### config.mk
export PLATFORM = sky130hd
export DESIGN_NAME = muldiv_sequencer
export DESIGN_NICKNAME = d
export VERILOG_FILES = /design/src/rtl/muldiv_sequencer.sv
export SDC_FILE = /design/constraint.sdc
export NUM_CORES = 1
export LEC_CHECK = 0
export BUFFER_PORTS_ARGS = -buffer_cell sky130_fd_sc_hd__buf_4
export CAP_MARGIN = 20
export CORE_MARGIN = 8
export CORE_UTILIZATION = 52
export DETAILED_ROUTE_END_ITERATION = 6
export PLACE_DENSITY = 0.76
export SYNTH_ARGS = -nofsm -noshare
export SYNTH_HDL_FRONTEND = slang
export SYNTH_SLANG_ARGS = --single-unit
export TNS_END_PERCENT = 10
### constraint.sdc
create_clock -name i_clock -period 2.4 [get_ports i_clock]
set_clock_uncertainty 0.1 [all_clocks]
set_input_delay 0.36 -clock i_clock [delete_from_list [all_inputs] [get_ports i_clock]]
set_output_delay 0.36 -clock i_clock [all_outputs]
set_load 0.03 [all_outputs]
### src/rtl/muldiv_sequencer.sv
// -----------------------------------------------------------------------------
// muldiv_sequencer
//
// Purpose:
//   Sequences the shared Mult and Div units and the Hi/Lo registers for the
//   multicycle CPU. One start/op request from the control unit is turned into:
//     1. a LOAD cycle for the selected unit,
//     2. a RUN phase that waits for that unit to finish,
//     3. a Hi/Lo write,
//     4. a done pulse.
//   A divide-by-zero or invalid divide ends in an err pulse instead. A RUN
//   phase that never completes is cut off after MAX_CYCLES cycles. An abort
//   cancels the operation without any done or err pulse.
//
// Parameters:
//   MAX_CYCLES : maximum RUN cycles before the timeout error (>= 2)
//   CNT_W      : RUN counter width, 2**CNT_W > MAX_CYCLES
//
// Ports:
//   i_clock      : system clock, rising edge
//   i_reset      : asynchronous reset, active low
//   i_start      : operation request, sampled only while o_busy = 0
//   i_op[1:0]    : [0] 0 = mult, 1 = div
//                  [1] 0 = operands A/B, 1 = MemDataReg/DivMultTempReg
//   i_abort      : synchronous cancel, honoured in LOAD and RUN only
//   i_mult_done  : Mult unit finished
//   i_div_status : 00 running, 01 done, 10 div-by-zero, 11 invalid
//   o_mult_ctrl  : Mult control, 00 hold / 01 load / 10 run / 11 clear
//   o_div_ctrl   : Div control, same encoding
//   o_entry_sel  : DivMultEntry mux select (latched op[1] in LOAD/RUN)
//   o_result_sel : DivorMult select, 0 = Div outputs, 1 = Mult outputs
//   o_write_hi   : Hi register write enable
//   o_write_lo   : Lo register write enable
//   o_busy       : operation in progress
//   o_done       : one-cycle pulse, Hi/Lo hold the valid result
//   o_err        : one-cycle pulse, operation failed, Hi/Lo unchanged
//   o_err_code   : with o_err, 01 div-by-zero/invalid, 10 timeout
// -----------------------------------------------------------------------------
module muldiv_sequencer #(
    parameter int MAX_CYCLES = 64,
    parameter int CNT_W      = 7
) (
    input  logic       i_clock,
    input  logic       i_reset,
    input  logic       i_start,
    input  logic [1:0] i_op,
    input  logic       i_abort,
    input  logic       i_mult_done,
    input  logic [1:0] i_div_status,
    output logic [1:0] o_mult_ctrl,
    output logic [1:0] o_div_ctrl,
    output logic       o_entry_sel,
    output logic       o_result_sel,
    output logic       o_write_hi,
    output logic       o_write_lo,
    output logic       o_busy,
    output logic       o_done,
    output logic       o_err,
    output logic [1:0] o_err_code
);

    typedef enum logic [2:0] {
        ST_IDLE  = 3'd0,
        ST_LOAD  = 3'd1,
        ST_RUN   = 3'd2,
        ST_WRITE = 3'd3,
        ST_DONE  = 3'd4,
        ST_ERR   = 3'd5,
        ST_ABORT = 3'd6
    } state_t;

    localparam logic [1:0] CTRL_HOLD  = 2'b00;
    localparam logic [1:0] CTRL_LOAD  = 2'b01;
    localparam logic [1:0] CTRL_RUN   = 2'b10;
    localparam logic [1:0] CTRL_CLEAR = 2'b11;

    localparam logic [1:0] ERRC_DIV     = 2'b01;
    localparam logic [1:0] ERRC_TIMEOUT = 2'b10;

    // The counter is cleared in LOAD, so it reads 0 in the first RUN cycle.
    // Reaching MAX_CYCLES-1 therefore means this is RUN cycle MAX_CYCLES.
    localparam logic [CNT_W-1:0] CNT_LAST = CNT_W'(MAX_CYCLES - 1);

    // -------------------------------------------------------------------------
    // State registers
    // -------------------------------------------------------------------------
    state_t           r_state;
    logic [1:0]       r_op;
    logic [CNT_W-1:0] r_cnt;

    // -------------------------------------------------------------------------
    // Next-state signals
    // -------------------------------------------------------------------------
    state_t           w_state_next;
    logic [1:0]       w_op_next;
    logic [CNT_W-1:0] w_cnt_next;
    logic [1:0]       w_err_code_next;

    logic w_is_div;
    logic w_completion;
    logic w_div_fault;
    logic w_timeout;

    // -------------------------------------------------------------------------
    // Next-cycle output values. They are decoded from the next state so that
    // the output registers always describe the state being entered.
    // -------------------------------------------------------------------------
    logic [1:0] w_unit_ctrl_next;
    logic [1:0] w_ctrl_next [0:1];   // index 0 = Mult, 1 = Div
    logic       w_entry_sel_next;
    logic       w_result_sel_next;
    logic       w_write_next;
    logic       w_busy_next;
    logic       w_done_next;
    logic       w_err_next;
    logic [1:0] w_err_out_next;

    // -------------------------------------------------------------------------
    // Exit conditions, evaluated against the latched op
    // -------------------------------------------------------------------------
    assign w_is_div = r_op[0];

    // Each unit listens only to its own status line.
    assign w_completion = w_is_div ? (i_div_status == 2'b01) : i_mult_done;

    // Status 10 (div-by-zero) and 11 (invalid) both report as a div error.
    assign w_div_fault = w_is_div & i_div_status[1];

    assign w_timeout = (r_cnt == CNT_LAST);

    // -------------------------------------------------------------------------
    // Next-state logic
    // -------------------------------------------------------------------------
    always_comb begin
        w_state_next    = r_state;
        w_op_next       = r_op;
        w_cnt_next      = r_cnt;
        w_err_code_next = 2'b00;

        case (r_state)
            // DONE and ERR are not busy, so a new request is accepted there
            // directly, without passing through IDLE.
            ST_IDLE, ST_DONE, ST_ERR: begin
                if (i_start) begin
                    w_state_next = ST_LOAD;
                    w_op_next    = i_op;
                end else begin
                    w_state_next = ST_IDLE;
                end
            end

            ST_LOAD: begin
                w_cnt_next   = '0;
                w_state_next = i_abort ? ST_ABORT : ST_RUN;
            end

            // The order of these tests sets the exit priority:
            // abort, then completion, then div fault, then timeout.
            ST_RUN: begin
                w_cnt_next = r_cnt + CNT_W'(1);
                if (i_abort) begin
                    w_state_next = ST_ABORT;
                end else if (w_completion) begin
                    w_state_next = ST_WRITE;
                end else if (w_div_fault) begin
                    w_state_next    = ST_ERR;
                    w_err_code_next = ERRC_DIV;
                end else if (w_timeout) begin
                    w_state_next    = ST_ERR;
                    w_err_code_next = ERRC_TIMEOUT;
                end
            end

            ST_WRITE: w_state_next = ST_DONE;
            ST_ABORT: w_state_next = ST_IDLE;
            default:  w_state_next = ST_IDLE;
        endcase
    end

    // -------------------------------------------------------------------------
    // Output decode of the state being entered
    // -------------------------------------------------------------------------
    always_comb begin
        w_unit_ctrl_next  = CTRL_HOLD;
        w_entry_sel_next  = 1'b0;
        w_result_sel_next = 1'b0;
        w_write_next      = 1'b0;
        w_busy_next       = 1'b0;
        w_done_next       = 1'b0;
        w_err_next        = 1'b0;
        w_err_out_next    = 2'b00;

        case (w_state_next)
            ST_LOAD: begin
                w_unit_ctrl_next = CTRL_LOAD;
                w_busy_next      = 1'b1;
                w_entry_sel_next = w_op_next[1];
            end

            ST_RUN: begin
                w_unit_ctrl_next = CTRL_RUN;
                w_busy_next      = 1'b1;
                w_entry_sel_next = w_op_next[1];
            end

            ST_WRITE: begin
                w_busy_next       = 1'b1;
                w_write_next      = 1'b1;
                w_result_sel_next = ~w_op_next[0];
            end

            // result_sel stays on the finished unit for the done cycle, so
            // anything sampling the unit outputs with done sees a stable mux.
            ST_DONE: begin
                w_done_next       = 1'b1;
                w_result_sel_next = ~w_op_next[0];
            end

            ST_ERR: begin
                w_unit_ctrl_next = CTRL_CLEAR;
                w_err_next       = 1'b1;
                w_err_out_next   = w_err_code_next;
            end

            ST_ABORT: begin
                w_unit_ctrl_next = CTRL_CLEAR;
                w_busy_next      = 1'b1;
            end

            default: ;
        endcase
    end

    // Only the unit picked by op[0] gets the control code; the other holds.
    genvar gi;
    generate
        for (gi = 0; gi < 2; gi++) begin : g_unit_ctrl
            assign w_ctrl_next[gi] = (int'(w_op_next[0]) == gi) ?
                                     w_unit_ctrl_next : CTRL_HOLD;
        end
    endgenerate

    // -------------------------------------------------------------------------
    // State and output registers
    // -------------------------------------------------------------------------
    always_ff @(posedge i_clock or negedge i_reset) begin
        if (!i_reset) begin
            r_state      <= ST_IDLE;
            r_op         <= 2'b00;
            r_cnt        <= '0;
            o_mult_ctrl  <= CTRL_HOLD;
            o_div_ctrl   <= CTRL_HOLD;
            o_entry_sel  <= 1'b0;
            o_result_sel <= 1'b0;
            o_write_hi   <= 1'b0;
            o_write_lo   <= 1'b0;
            o_busy       <= 1'b0;
            o_done       <= 1'b0;
            o_err        <= 1'b0;
            o_err_code   <= 2'b00;
        end else begin
            r_state      <= w_state_next;
            r_op         <= w_op_next;
            r_cnt        <= w_cnt_next;
            o_mult_ctrl  <= w_ctrl_next[0];
            o_div_ctrl   <= w_ctrl_next[1];
            o_entry_sel  <= w_entry_sel_next;
            o_result_sel <= w_result_sel_next;
            o_write_hi   <= w_write_next;
            o_write_lo   <= w_write_next;
            o_busy       <= w_busy_next;
            o_done       <= w_done_next;
            o_err        <= w_err_next;
            o_err_code   <= w_err_out_next;
        end
    end

endmodule

# After elaboration in Yosys (flattened, before gate mapping)
# Index checks and enable logic that the tools add are counted.
[totals] regBits=24 in_bits=9 output_inout_bits=13
[classes] addsub=1 eq_ne=13 muxes=26 n_bitwise=2 reduce_logical=7
[op_table] operator="2-bit 2-to-1 mux" n=10
[op_table] operator="3-bit equality test (second input constant)" n=5
[op_table] operator="3-bit 2-to-1 mux" n=5
[op_table] operator="7-bit case mux with 2 select lines" n=1
[op_table] operator="3-bit by 2-bit equality test with 1-bit output (second input constant)" n=4
[op_table] operator="3-bit case mux with 4 select lines" n=1
[op_table] operator="1-bit 2-to-1 mux" n=8
[op_table] operator="7-bit by 1-bit adder with 7-bit output (second input constant)" n=1
[op_table] operator="7-bit by 6-bit equality test with 1-bit output (second input constant)" n=1
[op_table] operator="3-bit by 1-bit equality test with 1-bit output (second input constant)" n=2
[op_table] operator="2-bit case mux with 3 select lines" n=1
[op_table] operator="2-bit OR reduction" n=3
[op_table] operator="4-bit OR reduction" n=1
[op_table] operator="3-bit zero test" n=1
[op_table] operator="3-bit OR reduction" n=1
[op_table] operator="2-bit by 1-bit equality test with 1-bit output (second input constant)" n=1
[op_table] operator="2-bit nonzero test" n=1
[op_table] operator="1-bit bitwise AND" n=1
[op_table] operator="1-bit NOT" n=1

# Depth between registers and ports, before layout
[depth] depth_word=10 ltp_mapped=7 depth_no_buf=7

# Least setup slack after synthesis
# Ideal clock, no wire load.
[synth_path] path_kind="flip-flop to flip-flop" start="register r_cnt[0]" end="register o_err_code[1]" t_arrival_ps=1671 required_time_ps=2182 setup_slack_ps=511 stages_incl_launch_ff=7 path_buffers=0 cell_sequence="dfrtp_1 -> ha_1 -> nand2b_1 -> nor4_1 -> o41a_2 -> and3_4 -> and4_4"
[synth_via] elab_chain_len=8 elab_cells_between_ends=13
[synth_rtl] element="start: declaration" line="89" text="logic [CNT_W-1:0] r_cnt;"
[synth_rtl] element="start signal: assignment" line="264" text="r_cnt <= w_cnt_next;"
[synth_rtl] element="7-bit by 6-bit equality test with 1-bit output" line="129" text="assign w_timeout = (r_cnt == CNT_LAST);"
[synth_rtl] element="3-bit 2-to-1 mux" line="168" text="end else if (w_timeout) begin"
[synth_rtl] element="3-bit 2-to-1 mux" line="165" text="end else if (w_div_fault) begin"
[synth_rtl] element="3-bit 2-to-1 mux" line="163" text="end else if (w_completion) begin"
[synth_rtl] element="3-bit 2-to-1 mux" line="161" text="if (i_abort) begin"
[synth_rtl] element="3-bit case mux with 4 select lines" line="140" text="case (r_state)"
[synth_rtl] element="net w_state_next[2]" line="94" text="state_t w_state_next;"
[synth_rtl] element="3-bit equality test" line="193" text="case (w_state_next)"
[synth_rtl] element="2-bit 2-to-1 mux" line="193"
[synth_rtl] element="net w_err_out_next[1]" line="116" text="logic [1:0] w_err_out_next;"
[synth_rtl] element="end signal: assignment" line="274" text="o_err_code <= w_err_out_next;"
[synth_rtl] element="end: declaration" line="59" text="output logic [1:0] o_err_code"
# The timed path passes the listed nets, and every way through them passes these cells.
# A chain may end at the register's enable or synchronous reset.

# Worst setup path after layout
# Ends and elaborated chain as after synthesis.

==> results.yml <==
pwr:
  p_comb_share_pct: 47.4
  fin_total_pwr_mw: 1.49
  p_int_mw: 0.852
  power.density_nw_per_um2: 1140
  swShare_pct: 42.7
  p_sw_mw: 0.634
  p_clk_share_pct: 11.3
  p_leak_nw: 0.632
  seq_power_share_pct: 41.2
  vdd_drop_max_mv: 0.726
place:
  place_congestion: 0.813
  io_buffers: 21
  place_inst: 147
  dp_hpwl_um: 1670
floorplan:
  die_area_um2: 3840
  die_x_um: 61.9
  num_rows: 16
  core_region_area_um2: 1980
  die_height_um: 61.9
  ioPinCount: 22
  start_util_pct: 55.4
min_path:
  hold_path_depth: 2
  holdCritStartpoint: "i_op[1]"
  hold_path_end: "r_op[1]"
  worstHoldPathType: "in2reg"
global_routing:
  gr-usage-all-layers_pct: 12.7
  grt_pass1_wl_um: 3570
  grt_pass1_vias: 811
  grt_max_degree: 25
  antenna_found_initial: 0
  overflow: 0
sta:
  tightest_slew_ns: 0.510
  relSlewSlack_pct: 65.7
  setup_tns_ns: 0
  holdWs_ns: 0.206
  maxSlewViolCount: 0
  period_minus_slack_ns: 2.01
  post-route-period-util_pct: 83.7
  fmax_mhz: 498
  rsz0062_at_grt: "false"
  finalSetupViolations: 0
  hold_viol: 0
setup_path:
  r2r-start: "r_cnt[0]"
  reg2reg_slack_ns: 0.39
  rr_endpoint: "o_err_code[1]"
  end_kind: "register"
  path_max_fanout: 7
  crit_path_start_kind: "register"
  cp.arrival_ns: 2.12
  reg2reg_depth: 6
  crit_type: "reg2reg"
  crit_required_ns: 2.51
flow_run:
  cap_violations: 0
synth:
  ys_ff_latch: 24
  syn_area_per_cell_um2: 10.9
  synth_nets: 111
  synth_edf_count: 0
  ys_types: 38
  synthCells: 101
  synth-async-reset-ratio_pct: 100
  synth_flop_cell: "dfrtp_1"
  synth_seq_area_share_pct: 54.7
  yosysWarnings: 0
  synth_area_um2: 1100
route:
  firstDrtPassIters: 6
  drt_iter0_drc: 27
  wl_met2_um: 1070
  wl_met1_um: 954
  highest_layer: "met4"
  routedWlPerCell_um: 14.3
  drt-total-wl_um: 2150
  drcViolationCount: 0
  wl_met3_um: 109
  routed-via-count: 849
  vias_per_cell: 5.62
  final_antenna_net_count: 0
cells_and_area:
  layout_common_cells: "dfrtp_1, buf_4, o21ai_0"
  multiInputGateArea_um2: 465
  nets: 136
  regArea_um2: 601
  fill_cells: 156
  area_growth_syn_to_layout_pct: 19.0
  finalNonFillerCells: 151
  mostFrequentLayoutCell: "dfrtp_1"
  diodes: 0
  drive_above_1_share_pct: 29.0
clock_network:
  htree_levels: 1
  ctsResizeCount: 0
  clk_latency_ns: 0.30
  numCtsBuffers: 3
  cts_sinks: 24
  cts_setup_buffers: 0
  cts_tree: "built"
  clockBufferDepth: 2
  cts-root-buf: "clkbuf_4"
  cts.reportedPaths.clkPinSlew_ns: 0.12
status:
  outcome: "completed"
[registers in the layout, indices dropped and copies added, names as in the netlist]
name	cells
r_cnt	7
r_state	3
o_div_ctrl	2
o_err_code	2
o_mult_ctrl	2
r_op	2
o_busy	1
o_done	1
o_entry_sel	1
o_err	1
o_result_sel	1
o_write_lo	1
[stage by stage]
step	area [µm²]	utilization (%)	setup slack, ns
global route	1310	65.9	0.322
CTS	1310	65.9	0.388
global placement	1270	64.3	0.455
finish	1310	65.9	0.391
floorplan	1100	-	0.511
detailed placement	1270	64.3	0.409
[per-layer routing]
| layer | up-vias | GRT usage, % |
|---|---|---|
| met5 | - | 0 |
| met4 | 0 | 5.84 |
| met2 | 18 | 21.4 |
| li1 | 421 | - |
| met1 | 408 | 14.8 |
| met3 | 2 | 2.88 |
[final cells by class]
type / instances / share of cell area (%)
well taps: 27 / 2.59
multi-input cells: 71 / 35.6
flip-flops and latches: 24 / 46.0
clock buffers: 3 / 1.72
repair buffers: 22 / 12.8
inverters: 4 / 1.25
[worst max-delay path by stage]
stage	from	endpoint	depth (start not counted)	slack [ns]
6_report	r_cnt[0]	o_err_code[1]	6	0.39
5_1_grt	r_cnt[0]	o_err_code[1]	6	0.32
4_1_cts	r_cnt[0]	o_err_code[1]	6	0.39
3_5_place_dp	r_cnt[0]	o_err_code[1]	6	0.41
3_3_place_gp	r_cnt[0]	o_err_code[1]	6	0.45
2_1_floorplan	r_cnt[0]	o_err_code[1]	6	0.51
[critical path, stage by stage, from the launching register on]
cell      delay [ns]
dfrtp_1         0.46
ha_1            0.27
nand2b_1        0.15
nor4_1          0.07
o41a_2          0.49
and3_4          0.20
and4_4          0.18
[power groups by stage]
| stage | combinational (mW) | sequential, mW | clock [mW] |
|---|---|---|---|
| after floorplan | 0.410 | 0.710 | 0 |
| after detailed placement | 0.704 | 0.621 | 0 |
| after global placement | 0.696 | 0.614 | 0 |
| final | 0.705 | 0.613 | 0.169 |
| after global routing | 0.774 | 0.632 | 0.190 |
| after CTS | 0.709 | 0.613 | 0.176 |
[cell families (layout without fill, tap and decap cells)]
kind of cell	Yosys count	in the layout	synth area share [%]
AO/OA/AOI/OAI	29	29	17.9
XOR/XNOR	1	1	0.798
adder cells (fa/ha/maj)	1	1	1.14
buffers and inverters	6	29	2.85
flip-flops	24	24	54.7
multiplexers	2	2	1.94
AND/OR/NAND/NOR	38	38	20.6
[cells in the mapped netlist (all sizes together), types with 2 or more instances]
cell    instances  area, µm²
nand2           8       30.0
nand4           4       31.3
nor2            8       30.0
a31oi           2       12.5
and3            3       23.8
o22ai           4       25.0
o211ai          3       22.5
nor2b           4       25.0
buf             2       15.0
o21ai          11       55.1
nand2b          5       33.8
dfrtp          24        601
inv             3       11.3
[repair_timing]
item,4_1_cts,5_1_grt
hold endpoints to repair,24,0
hold buffers,1,0
endpoints found under the setup margin,0,0
(Power assumes the default switching activity.)
